[src/rtl/vga_score_render_pkg.sv]
// ============================================================================
// Module   : vga_score_render_pkg
// Purpose  : Shared types, command encodings, colours and layout for the
//            two-team scoreboard renderer.
// Revision : 1.0 - initial release
// ============================================================================
`default_nettype none

package vga_score_render_pkg;

  localparam logic [1:0] c_OP_INC     = 2'b00;
  localparam logic [1:0] c_OP_DEC     = 2'b01;
  localparam logic [1:0] c_OP_CLR     = 2'b10;
  localparam logic [1:0] c_OP_CLR_ALL = 2'b11;

  typedef struct packed {
    logic [3:0] r;
    logic [3:0] g;
    logic [3:0] b;
  } rgb_t;

  localparam rgb_t c_COL_A   = '{r: 4'hF, g: 4'h0, b: 4'h0};
  localparam rgb_t c_COL_B   = '{r: 4'h0, g: 4'h0, b: 4'hF};
  localparam rgb_t c_COL_DIV = '{r: 4'hF, g: 4'hF, b: 4'hF};
  localparam rgb_t c_COL_OFF = '{r: 4'h0, g: 4'h0, b: 4'h0};

  localparam int c_X_A     = 192;
  localparam int c_X_B     = 376;
  localparam int c_Y_TOP   = 64;
  localparam int c_DIG_W   = 32;
  localparam int c_DIG_H   = 64;
  localparam int c_DIG_GAP = 8;
  localparam int c_SEG_T   = 6;
  localparam logic [9:0] c_DIV_X0 = 10'd318;
  localparam logic [9:0] c_DIV_X1 = 10'd321;

  typedef enum logic [0:0] {
    ST_IDLE   = 1'b0,
    ST_UPDATE = 1'b1
  } cmd_state_t;

  typedef struct packed {
    logic [3:0] tens;
    logic [3:0] units;
  } bcd2_t;

  function automatic bcd2_t bcd_inc(input bcd2_t s);
    bcd2_t n;
    n = s;
    if (s.tens == 4'd9 && s.units == 4'd9) begin
      n = s;
    end else if (s.units == 4'd9) begin
      n.units = 4'd0;
      n.tens  = s.tens + 4'd1;
    end else begin
      n.units = s.units + 4'd1;
    end
    return n;
  endfunction

  function automatic bcd2_t bcd_dec(input bcd2_t s);
    bcd2_t n;
    n = s;
    if (s.tens == 4'd0 && s.units == 4'd0) begin
      n = s;
    end else if (s.units == 4'd0) begin
      n.units = 4'd9;
      n.tens  = s.tens - 4'd1;
    end else begin
      n.units = s.units - 4'd1;
    end
    return n;
  endfunction

  // sel marks whether this team is the one addressed by the command
  function automatic bcd2_t next_score(input bcd2_t s, input logic [1:0] op, input logic sel);
    bcd2_t n;
    n = s;
    case (op)
      c_OP_INC: if (sel) n = bcd_inc(s);
      c_OP_DEC: if (sel) n = bcd_dec(s);
      c_OP_CLR: if (sel) n = '0;
      default:  n = '0;
    endcase
    return n;
  endfunction

endpackage

`default_nettype wire

[src/rtl/vga_score_render_seg7_decode.sv]
// ============================================================================
// Module   : seg7_decode
// Purpose  : BCD digit to seven-segment enables, bit 0 = a ... bit 6 = g.
// Revision : 1.0 - initial release
// ============================================================================
`default_nettype none

module seg7_decode (
  input  logic [3:0] digit,
  output logic [6:0] seg
);

  // '1' is drawn on the left column (e,f) so a leading tens '1' hugs its box edge
  always_comb begin
    seg = 7'h00;
    case (digit)
      4'd0:    seg = 7'h3F;
      4'd1:    seg = 7'h30;
      4'd2:    seg = 7'h5B;
      4'd3:    seg = 7'h4F;
      4'd4:    seg = 7'h66;
      4'd5:    seg = 7'h6D;
      4'd6:    seg = 7'h7D;
      4'd7:    seg = 7'h07;
      4'd8:    seg = 7'h7F;
      4'd9:    seg = 7'h6F;
      default: seg = 7'h00;
    endcase
  end

endmodule

`default_nettype wire

[src/rtl/vga_score_render.sv]
// ============================================================================
// Module   : vga_score_render
// Purpose  : Two-team BCD scoreboard with command port, tear-free frame copy
//            and a 2-stage seven-segment pixel renderer.
// Revision : 1.0 - initial release
// ============================================================================
`default_nettype none

module vga_score_render
  import vga_score_render_pkg::*;
#(
  parameter int X_A     = c_X_A,
  parameter int X_B     = c_X_B,
  parameter int Y_TOP   = c_Y_TOP,
  parameter int DIG_W   = c_DIG_W,
  parameter int DIG_H   = c_DIG_H,
  parameter int DIG_GAP = c_DIG_GAP,
  parameter int SEG_T   = c_SEG_T
) (
  input  logic       clk_vga,
  input  logic       rst_vga,
  input  logic       h_out_vga,
  input  logic       v_out_vga,
  input  logic [9:0] horizontal_x_vga,
  input  logic [9:0] vertical_y_vga,
  input  logic       cmd_valid,
  output logic       cmd_ready,
  input  logic       cmd_team,
  input  logic [1:0] cmd_op,
  output logic [3:0] vga_r,
  output logic [3:0] vga_g,
  output logic [3:0] vga_b,
  output logic       hsync_o,
  output logic       vsync_o
);

  localparam int c_LXW = $clog2(DIG_W);
  localparam int c_LYW = $clog2(DIG_H);

  // box order: A tens, A units, B tens, B units
  localparam logic [9:0] c_BOX_X [4] = '{10'(X_A), 10'(X_A + DIG_W + DIG_GAP),
                                         10'(X_B), 10'(X_B + DIG_W + DIG_GAP)};
  localparam logic [9:0] c_Y0 = 10'(Y_TOP);
  localparam logic [9:0] c_DW = 10'(DIG_W);
  localparam logic [9:0] c_DH = 10'(DIG_H);

  localparam logic [c_LXW-1:0] c_LX_IN0  = c_LXW'(SEG_T - 2);
  localparam logic [c_LXW-1:0] c_LX_IN1  = c_LXW'(DIG_W - SEG_T + 1);
  localparam logic [c_LXW-1:0] c_LX_L1   = c_LXW'(SEG_T - 1);
  localparam logic [c_LXW-1:0] c_LX_R    = c_LXW'(DIG_W - SEG_T);
  localparam logic [c_LYW-1:0] c_LY_TOP1 = c_LYW'(SEG_T - 1);
  localparam logic [c_LYW-1:0] c_LY_UP0  = c_LYW'(SEG_T - 2);
  localparam logic [c_LYW-1:0] c_LY_UP1  = c_LYW'(DIG_H / 2 - 1);
  localparam logic [c_LYW-1:0] c_LY_LO0  = c_LYW'(DIG_H / 2);
  localparam logic [c_LYW-1:0] c_LY_LO1  = c_LYW'(DIG_H - SEG_T + 1);
  localparam logic [c_LYW-1:0] c_LY_BOT0 = c_LYW'(DIG_H - SEG_T);
  localparam logic [c_LYW-1:0] c_LY_MID0 = c_LYW'(DIG_H / 2 - SEG_T / 2);
  localparam logic [c_LYW-1:0] c_LY_MID1 = c_LYW'(DIG_H / 2 + SEG_T / 2 - 1);

  cmd_state_t r_state;
  cmd_state_t w_state_nxt;
  logic       r_team;
  logic [1:0] r_op;
  bcd2_t      r_shadow_a;
  bcd2_t      r_shadow_b;
  bcd2_t      r_disp_a;
  bcd2_t      r_disp_b;
  logic       r_vs_prev;
  logic       w_vs_rise;

  always_ff @(posedge clk_vga) begin
    if (rst_vga) r_state <= ST_IDLE;
    else         r_state <= w_state_nxt;
  end

  always_comb begin
    w_state_nxt = r_state;
    cmd_ready   = 1'b0;
    case (r_state)
      ST_IDLE: begin
        cmd_ready = 1'b1;
        if (cmd_valid) w_state_nxt = ST_UPDATE;
      end
      ST_UPDATE: w_state_nxt = ST_IDLE;
      default:   w_state_nxt = ST_IDLE;
    endcase
  end

  assign w_vs_rise = v_out_vga & ~r_vs_prev;

  // frame copy reads the shadow before any same-cycle update lands
  always_ff @(posedge clk_vga) begin
    if (rst_vga) begin
      r_team     <= 1'b0;
      r_op       <= 2'b00;
      r_shadow_a <= '0;
      r_shadow_b <= '0;
      r_disp_a   <= '0;
      r_disp_b   <= '0;
      r_vs_prev  <= 1'b0;
    end else begin
      r_vs_prev <= v_out_vga;
      if (w_vs_rise) begin
        r_disp_a <= r_shadow_a;
        r_disp_b <= r_shadow_b;
      end
      if (cmd_valid && cmd_ready) begin
        r_team <= cmd_team;
        r_op   <= cmd_op;
      end
      if (r_state == ST_UPDATE) begin
        r_shadow_a <= next_score(r_shadow_a, r_op, ~r_team);
        r_shadow_b <= next_score(r_shadow_b, r_op, r_team);
      end
    end
  end

  logic             w_nz;
  logic             w_in_y;
  logic [3:0]       w_box_hit;
  logic [9:0]       w_dx [4];
  logic             w_hit;
  logic [1:0]       w_box;
  logic [c_LXW-1:0] w_lx;
  logic [c_LYW-1:0] w_ly;

  assign w_nz   = (horizontal_x_vga != 10'd0) && (vertical_y_vga != 10'd0);
  assign w_in_y = (vertical_y_vga >= c_Y0) && (vertical_y_vga < c_Y0 + c_DH);

  for (genvar i = 0; i < 4; i++) begin : g_box
    assign w_dx[i]      = horizontal_x_vga - c_BOX_X[i];
    assign w_box_hit[i] = w_nz && w_in_y && (horizontal_x_vga >= c_BOX_X[i]) &&
                          (horizontal_x_vga < c_BOX_X[i] + c_DW);
  end

  always_comb begin
    w_hit = 1'b0;
    w_box = 2'd0;
    w_lx  = '0;
    w_ly  = c_LYW'(vertical_y_vga - c_Y0);
    for (int i = 0; i < 4; i++) begin
      if (w_box_hit[i]) begin
        w_hit = 1'b1;
        w_box = 2'(i);
        w_lx  = c_LXW'(w_dx[i]);
      end
    end
  end

  logic [9:0]       r_x;
  logic [9:0]       r_y;
  logic             r_hs1;
  logic             r_vs1;
  logic             r_hit;
  logic [1:0]       r_box;
  logic [c_LXW-1:0] r_lx;
  logic [c_LYW-1:0] r_ly;

  always_ff @(posedge clk_vga) begin
    if (rst_vga) begin
      r_x   <= '0;
      r_y   <= '0;
      r_hs1 <= 1'b0;
      r_vs1 <= 1'b0;
      r_hit <= 1'b0;
      r_box <= 2'd0;
      r_lx  <= '0;
      r_ly  <= '0;
    end else begin
      r_x   <= horizontal_x_vga;
      r_y   <= vertical_y_vga;
      r_hs1 <= h_out_vga;
      r_vs1 <= v_out_vga;
      r_hit <= w_hit;
      r_box <= w_box;
      r_lx  <= w_lx;
      r_ly  <= w_ly;
    end
  end

  logic [3:0] w_digit;
  logic [6:0] w_seg;
  logic [6:0] w_region;
  logic       w_lx_mid;
  logic       w_lx_l;
  logic       w_lx_r;
  logic       w_ly_up;
  logic       w_ly_lo;
  logic       w_lit;
  logic       w_div;
  logic       w_blank;
  rgb_t       w_col;

  always_comb begin
    w_digit = 4'd0;
    case (r_box)
      2'd0:    w_digit = r_disp_a.tens;
      2'd1:    w_digit = r_disp_a.units;
      2'd2:    w_digit = r_disp_b.tens;
      default: w_digit = r_disp_b.units;
    endcase
  end

  seg7_decode u_seg7 (
    .digit (w_digit),
    .seg   (w_seg)
  );

  assign w_lx_mid = (r_lx >= c_LX_IN0) && (r_lx <= c_LX_IN1);
  assign w_lx_l   = (r_lx <= c_LX_L1);
  assign w_lx_r   = (r_lx >= c_LX_R);
  assign w_ly_up  = (r_ly >= c_LY_UP0) && (r_ly <= c_LY_UP1);
  assign w_ly_lo  = (r_ly >= c_LY_LO0) && (r_ly <= c_LY_LO1);

  assign w_region = {
    w_lx_mid && (r_ly >= c_LY_MID0) && (r_ly <= c_LY_MID1),
    w_lx_l && w_ly_up,
    w_lx_l && w_ly_lo,
    w_lx_mid && (r_ly >= c_LY_BOT0),
    w_lx_r && w_ly_lo,
    w_lx_r && w_ly_up,
    w_lx_mid && (r_ly <= c_LY_TOP1)
  };

  // even box index = tens digit, blanked when zero
  assign w_lit   = r_hit && !(!r_box[0] && w_digit == 4'd0) && |(w_seg & w_region);
  assign w_div   = (r_x >= c_DIV_X0) && (r_x <= c_DIV_X1);
  assign w_blank = (r_x == 10'd0) || (r_y == 10'd0);

  always_comb begin
    w_col = c_COL_OFF;
    if (!w_blank) begin
      if (w_div)      w_col = c_COL_DIV;
      else if (w_lit) w_col = r_box[1] ? c_COL_B : c_COL_A;
    end
  end

  rgb_t r_col;
  logic r_hs2;
  logic r_vs2;

  always_ff @(posedge clk_vga) begin
    if (rst_vga) begin
      r_col <= c_COL_OFF;
      r_hs2 <= 1'b0;
      r_vs2 <= 1'b0;
    end else begin
      r_col <= w_col;
      r_hs2 <= r_hs1;
      r_vs2 <= r_vs1;
    end
  end

  assign vga_r   = r_col.r;
  assign vga_g   = r_col.g;
  assign vga_b   = r_col.b;
  assign hsync_o = r_hs2;
  assign vsync_o = r_vs2;

endmodule

`default_nettype wire

[config.mk]
export PLATFORM = sky130hd
export DESIGN_NAME = vga_score_render
export DESIGN_NICKNAME = d
export VERILOG_FILES = /design/src/rtl/vga_score_render_pkg.sv /design/src/rtl/vga_score_render_seg7_decode.sv /design/src/rtl/vga_score_render.sv
export SDC_FILE = /design/constraint.sdc
export NUM_CORES = 1
export LEC_CHECK = 0
export CAP_MARGIN = 20
export CORE_UTILIZATION = 40
export CTS_BUF_LIST = sky130_fd_sc_hd__clkbuf_16
export DETAILED_ROUTE_END_ITERATION = 10
export GPL_ROUTABILITY_DRIVEN = 0
export MAX_ROUTING_LAYER = met4
export SLEW_MARGIN = 20
export SYNTH_ARGS = -nofsm -noshare
export SYNTH_HDL_FRONTEND = slang
export SYNTH_SLANG_ARGS = --single-unit
[constraint.sdc]
create_clock -name clk_vga -period 4.9 [get_ports clk_vga]
set_input_delay 1.47 -clock clk_vga [delete_from_list [all_inputs] [get_ports clk_vga]]
set_output_delay 1.47 -clock clk_vga [all_outputs]
set_load 0.01 [all_outputs]
# After elaboration in Yosys (flattened, before gate mapping)
# Memory sizes are Yosys's and may differ from the RTL's.
# Index checks and enable logic that the tools add are counted.
# word_totals
inputBits	28
rom_bits	112
word_cells	177
out_inout_bits	15
reg_bits	86
memories	1
# classes
add_sub_neg	13
n_eq_ne	22
magnitude_cmp	24
mux	38
reduce_logical	51
bitwise_logic	4
# memory_table
memory	words	width	rd	rd_ports_with_merged_regs	wr	line_no	source
(name not given)	16	7	1	0	0	vga_score_render_seg7_decode.sv:16	case (digit)
# ops
operator	count
$mux W8	10
$pmux W8 S3	2
$mux W12	3
$mux W4	8
$logic_and A1 B1 Y1	31
$ge A10 B9 Y1 const B	3
$lt A10 B9 Y1 const B	3
$ne A2 B2 Y1 const B	14
$ge A10 B8 Y1 const B	2
$logic_not A10 Y1	2
$logic_not A4 Y1	5
$lt A10 B8 Y1 const B	2
$mux W5	4
$reduce_bool A10 Y1	2
$add A4 B1 Y4 const B	4
$eq A4 B4 Y1 const B	4
$reduce_and A8 Y1	2
$sub A4 B1 Y4 const B	4
$ge A6 B6 Y1 const B	2
$le A6 B6 Y1 const B	2
$pmux W4 S3	1
$reduce_and A6 Y1	2
$ge A10 B7 Y1 const B	1
$le A10 B9 Y1 const B	1
other kinds (25)	38

# Depth between registers and ports, before layout
# logic_depth
depth_word	9
mapped_depth	10
mapped_depth_nobuf	9

# By module
# Synthesis repeated with hierarchy kept, for this count alone.
# hier_totals
cells_unflattened	445
area_unflattened_um2	3736.1
# modules_own_cells
module	cells_per_inst	seq_area_each_um2	area_per_inst_um2	n_inst
vga_score_render	423	1401.3	3567.2	1
seg7_decode	22	0.0	168.9	1

# Worst setup path before layout
# OpenSTA, ideal clock, no wires.
# synth_path
path_kind	input to register
startpoint	in horizontal_x_vga[9]
endpoint	reg r_lx[4]
arrival_time_ps	2711
path_buffers	0
required_ps	4829
setup_ps	71
cell_stages	6
path_slack_ps	2119
path_cell_list	nor4_1 > a211oi_1 > nor4b_1 > o21ai_1 > mux2_2 > a21oi_1
# synth_via
elab_chain_cells	9
elab_cells_between_ends	23
classes_between	8 x order compare; 4 x mux; 11 x reduce/logical
# synth_rtl
element	line_no	source
start: declaration	vga_score_render.sv:24	input logic [9:0] horizontal_x_vga,
parallel branches: the longest is 8 deep, another holds $ge A10 B8 Y1	--	
$mux W5 *	vga_score_render.sv:142	if (w_box_hit[i]) begin
end signal: assignment	vga_score_render.sv:176	r_lx <= w_lx;
end: declaration	vga_score_render.sv:156	logic [c_LXW-1:0] r_lx;
# Mark *: on every way between the ends.
# A chain may end at the register's enable or synchronous reset.

# Worst setup path after layout
# Same ends and word-level chain as after synthesis.

==> results.cfg <==
[status]
status = finished, violations left
violations = DRC

[placement]
placed_area_um2 = 4106
post-place-cells = 548
detailed_place_hpwl_um = 5722
portBuffers = 42
dp_slack_ns = 1.398

[grt]
use_met1_pct = 20.42
grt_use_met2_pct = 30.93
grt_max_degree = 42
grt-ovfl-total = 0
grt_pass1_vias = 2914
globalRoute.busiestLayer = met2
grt_util_met3_pct = 4.468
grt.total_usage_pct = 17.87
antenna_found_initial = 0
grt_first_pass_wirelength_um = 13520

[critical_path]
worst_ep_arrival_time_ns = 3.39
cp-start-kind = input port
reg2regPathDepth = 9
endpoint_kind = flop
cp.required_ns = 5.15
crit_path_max_fanout = 4
crit_type = input port to flop

[finish]
stdcell_count = 564
drive_gt1_share_pct = 7.237
final_area_um2 = 4420
syn_to_final_growth_pct = 18.68
nNetsFinal = 495
diodes = 0

[sta]
timing.fmax_ghz = 0.3177
fin_ws_ns = 1.752
hold_viol = 0
clock_skew_ns = 0.005847
fin_setup_tns_ns = 0
slew_headroom_pct = 33.13
rsz0062_at_grt = no
tightestPinTransition_ns = 1.001
setup_viol = 0
drv_slew = 0
fin_crit_ns = 3.148
fin_crit_sh_pct = 64.24

[logic_synthesis]
async_flop_share_pct = 0
ys_ff_latch = 70
synth-edff-count = 0
synth.most_common_cell = dfxtp_1
yosys_warnings = 0
synth_top_area_share_pct = 37.62
syn_area_per_cell_um2 = 8.683
syn_area_um2 = 3725
ys_types = 67
synth_top_flop_cell = dfxtp_1
seq_area_frac_synth_pct = 37.62
yosysTopAreaCell = dfxtp_1
syn_nets = 473
synth_cells = 429
synthTopCellsByCount = dfxtp_1 (70), nand2_1 (51), a21oi_1 (40), nor2_1 (30), nor2b_1 (28)
synthTopCellsByArea = dfxtp_1 (38%), a21oi_1 (5.4%), nand2_1 (5.1%), ha_1 (4.7%), nor2b_1 (4.7%)

[routing]
routedWlPerCell_um = 13.77
drt_wl_total_um = 7765
drt_iter0_markers = 129
final_antenna_net_count = 0
routed_via_density = 5.473
first_pass_iters = 9
num_vias = 3087
remaining_drc_errors = 1

[clock_tree]
cts_tree = yes
cts.clk_slew.worst_paths_ns = 0.06
cts_hold_buf = 0
cts_setup_buffers = 0
cts-root-buf = clkbuf_16
htree_levels = 3
ctsResizeCount = 0
cts_buffers = 9
numClockSinks = 70
clk_latency_ns = 0.32
max-clock-path-buffers = 2

[pwr]
power.density_nw_per_um2 = 314.9
vdd_drop_max_mv = 0.1670
internal_power_mw = 1.082
p_sw_uw = 310.0
seq_power_share_pct = 43.1
clockPowerShare_pct = 48.6
p_leak_nw = 1.580
comb_power_share_pct = 8.3
p_sw_share_pct = 22.27

[die]
initial_core_util_pct = 42.10
fp.dieArea_um2 = 9702
row_count = 34
io_pins = 43
die_x_um = 98.50
core_area_um2 = 8848
fp.dieH_um = 98.50

[job]
cap_violations = 0

[min_path]
hp-class = flop to flop
whs_path_depth = 1
==> cell type report <==
type | instances | area (µm²)
Clock buffer | 9 | 225.2
Clock inverter | 7 | 88.84
Fill cell | 865 | 4428
Inverter | 15 | 56.30
Multi-Input combinational cell | 311 | 2083
Sequential cell | 70 | 1401
Tap cell | 108 | 135.1
Timing Repair Buffer | 44 | 430.4
==> final timing paths <==
check                              to           startpoint  slack [ns]
setup / recovery   r_lx[4]$_SDFF_PP0_  horizontal_x_vga[9]        1.75
hold / removal     hsync_o$_SDFF_PP0_     r_hs1$_SDFF_PP0_        0.44
setup reg to reg  vga_r[2]$_SDFF_PP0_  r_box[0]$_SDFF_PP0_        1.92
hold reg to reg    hsync_o$_SDFF_PP0_     r_hs1$_SDFF_PP0_        0.44
==> cells by family after synthesis <==
kind of cell	Yosys count	share of synthesized area [%]
simple gates	177	25.33
fa+ha+maj	16	5.778
flops	70	37.62
xor+xnor	5	1.176
buf+inv	48	6.449
mux	15	5.543
compound gates	98	18.11
==> stage by stage <==
| step | hold WS (ns) | utilization (%) | power, mW |
|---|---|---|---|
| after floorplan | 0.4138 | - | 0.6835 |
| after global routing | 0.4570 | 49.96 | 1.454 |
| final | 0.4351 | 49.96 | 1.392 |
| after CTS | 0.4383 | 49.96 | 1.410 |
| after global placement | 0.4171 | 46.41 | 0.7271 |
| after detailed placement | 0.4245 | 46.41 | 0.7286 |
==> power by group through the flow <==
| stage | Sequential, mW | Clock, mW | Combinational [mW] |
|---|---|---|---|
| final | 0.600 | 0.677 | 0.115 |
| after global routing | 0.602 | 0.722 | 0.130 |
| after CTS | 0.600 | 0.693 | 0.117 |
| after detailed placement | 0.613 | 0 | 0.116 |
| after global placement | 0.612 | 0 | 0.115 |
| after floorplan | 0.606 | 0 | 0.0776 |
==> per-layer routing <==
layer | vias to the layer above | wire length [µm] | part of all wire, %
met2 | 61 | 4044 | 52
met4 | 0 | 51 | 0.66
met1 | 1456 | 3393 | 44
li1 | 1564 | - | -
met5 | - | 0 | 0
met3 | 6 | 276 | 3.6
==> worst max-delay path, stage by stage <==
cell	delay [ns]
clkdlybuf4s50_1	0.44
nor4_1	0.44
a22oi_1	0.13
o32ai_1	0.28
nand3_1	0.17
mux2_2	0.32
a21oi_1	0.13
==> cell usage in the layout (no fill, tap or decap), types with 7 or more instances in the layout <==
cell type | synthesis | layout
nor2_1 | 30 | 30
clkdlybuf4s50_1 | 0 | 41
nand2b_1 | 10 | 10
ha_1 | 14 | 14
inv_1 | 15 | 15
nor3_1 | 7 | 7
dfxtp_1 | 70 | 70
nand3_1 | 7 | 7
a21oi_1 | 40 | 40
o21ai_0 | 10 | 10
clkbuf_16 | 0 | 9
nand2_1 | 51 | 51
nor2b_1 | 28 | 28
==> registers in the layout, summed over array words and instances (netlist names), 2 cells and up <==
name        count
r_x            10
r_y            10
r_disp_a        8
r_disp_b        8
r_shadow_a      8
r_shadow_b      8
r_lx            4
r_box           2
r_op            2
(Power assumes the default switching activity.)
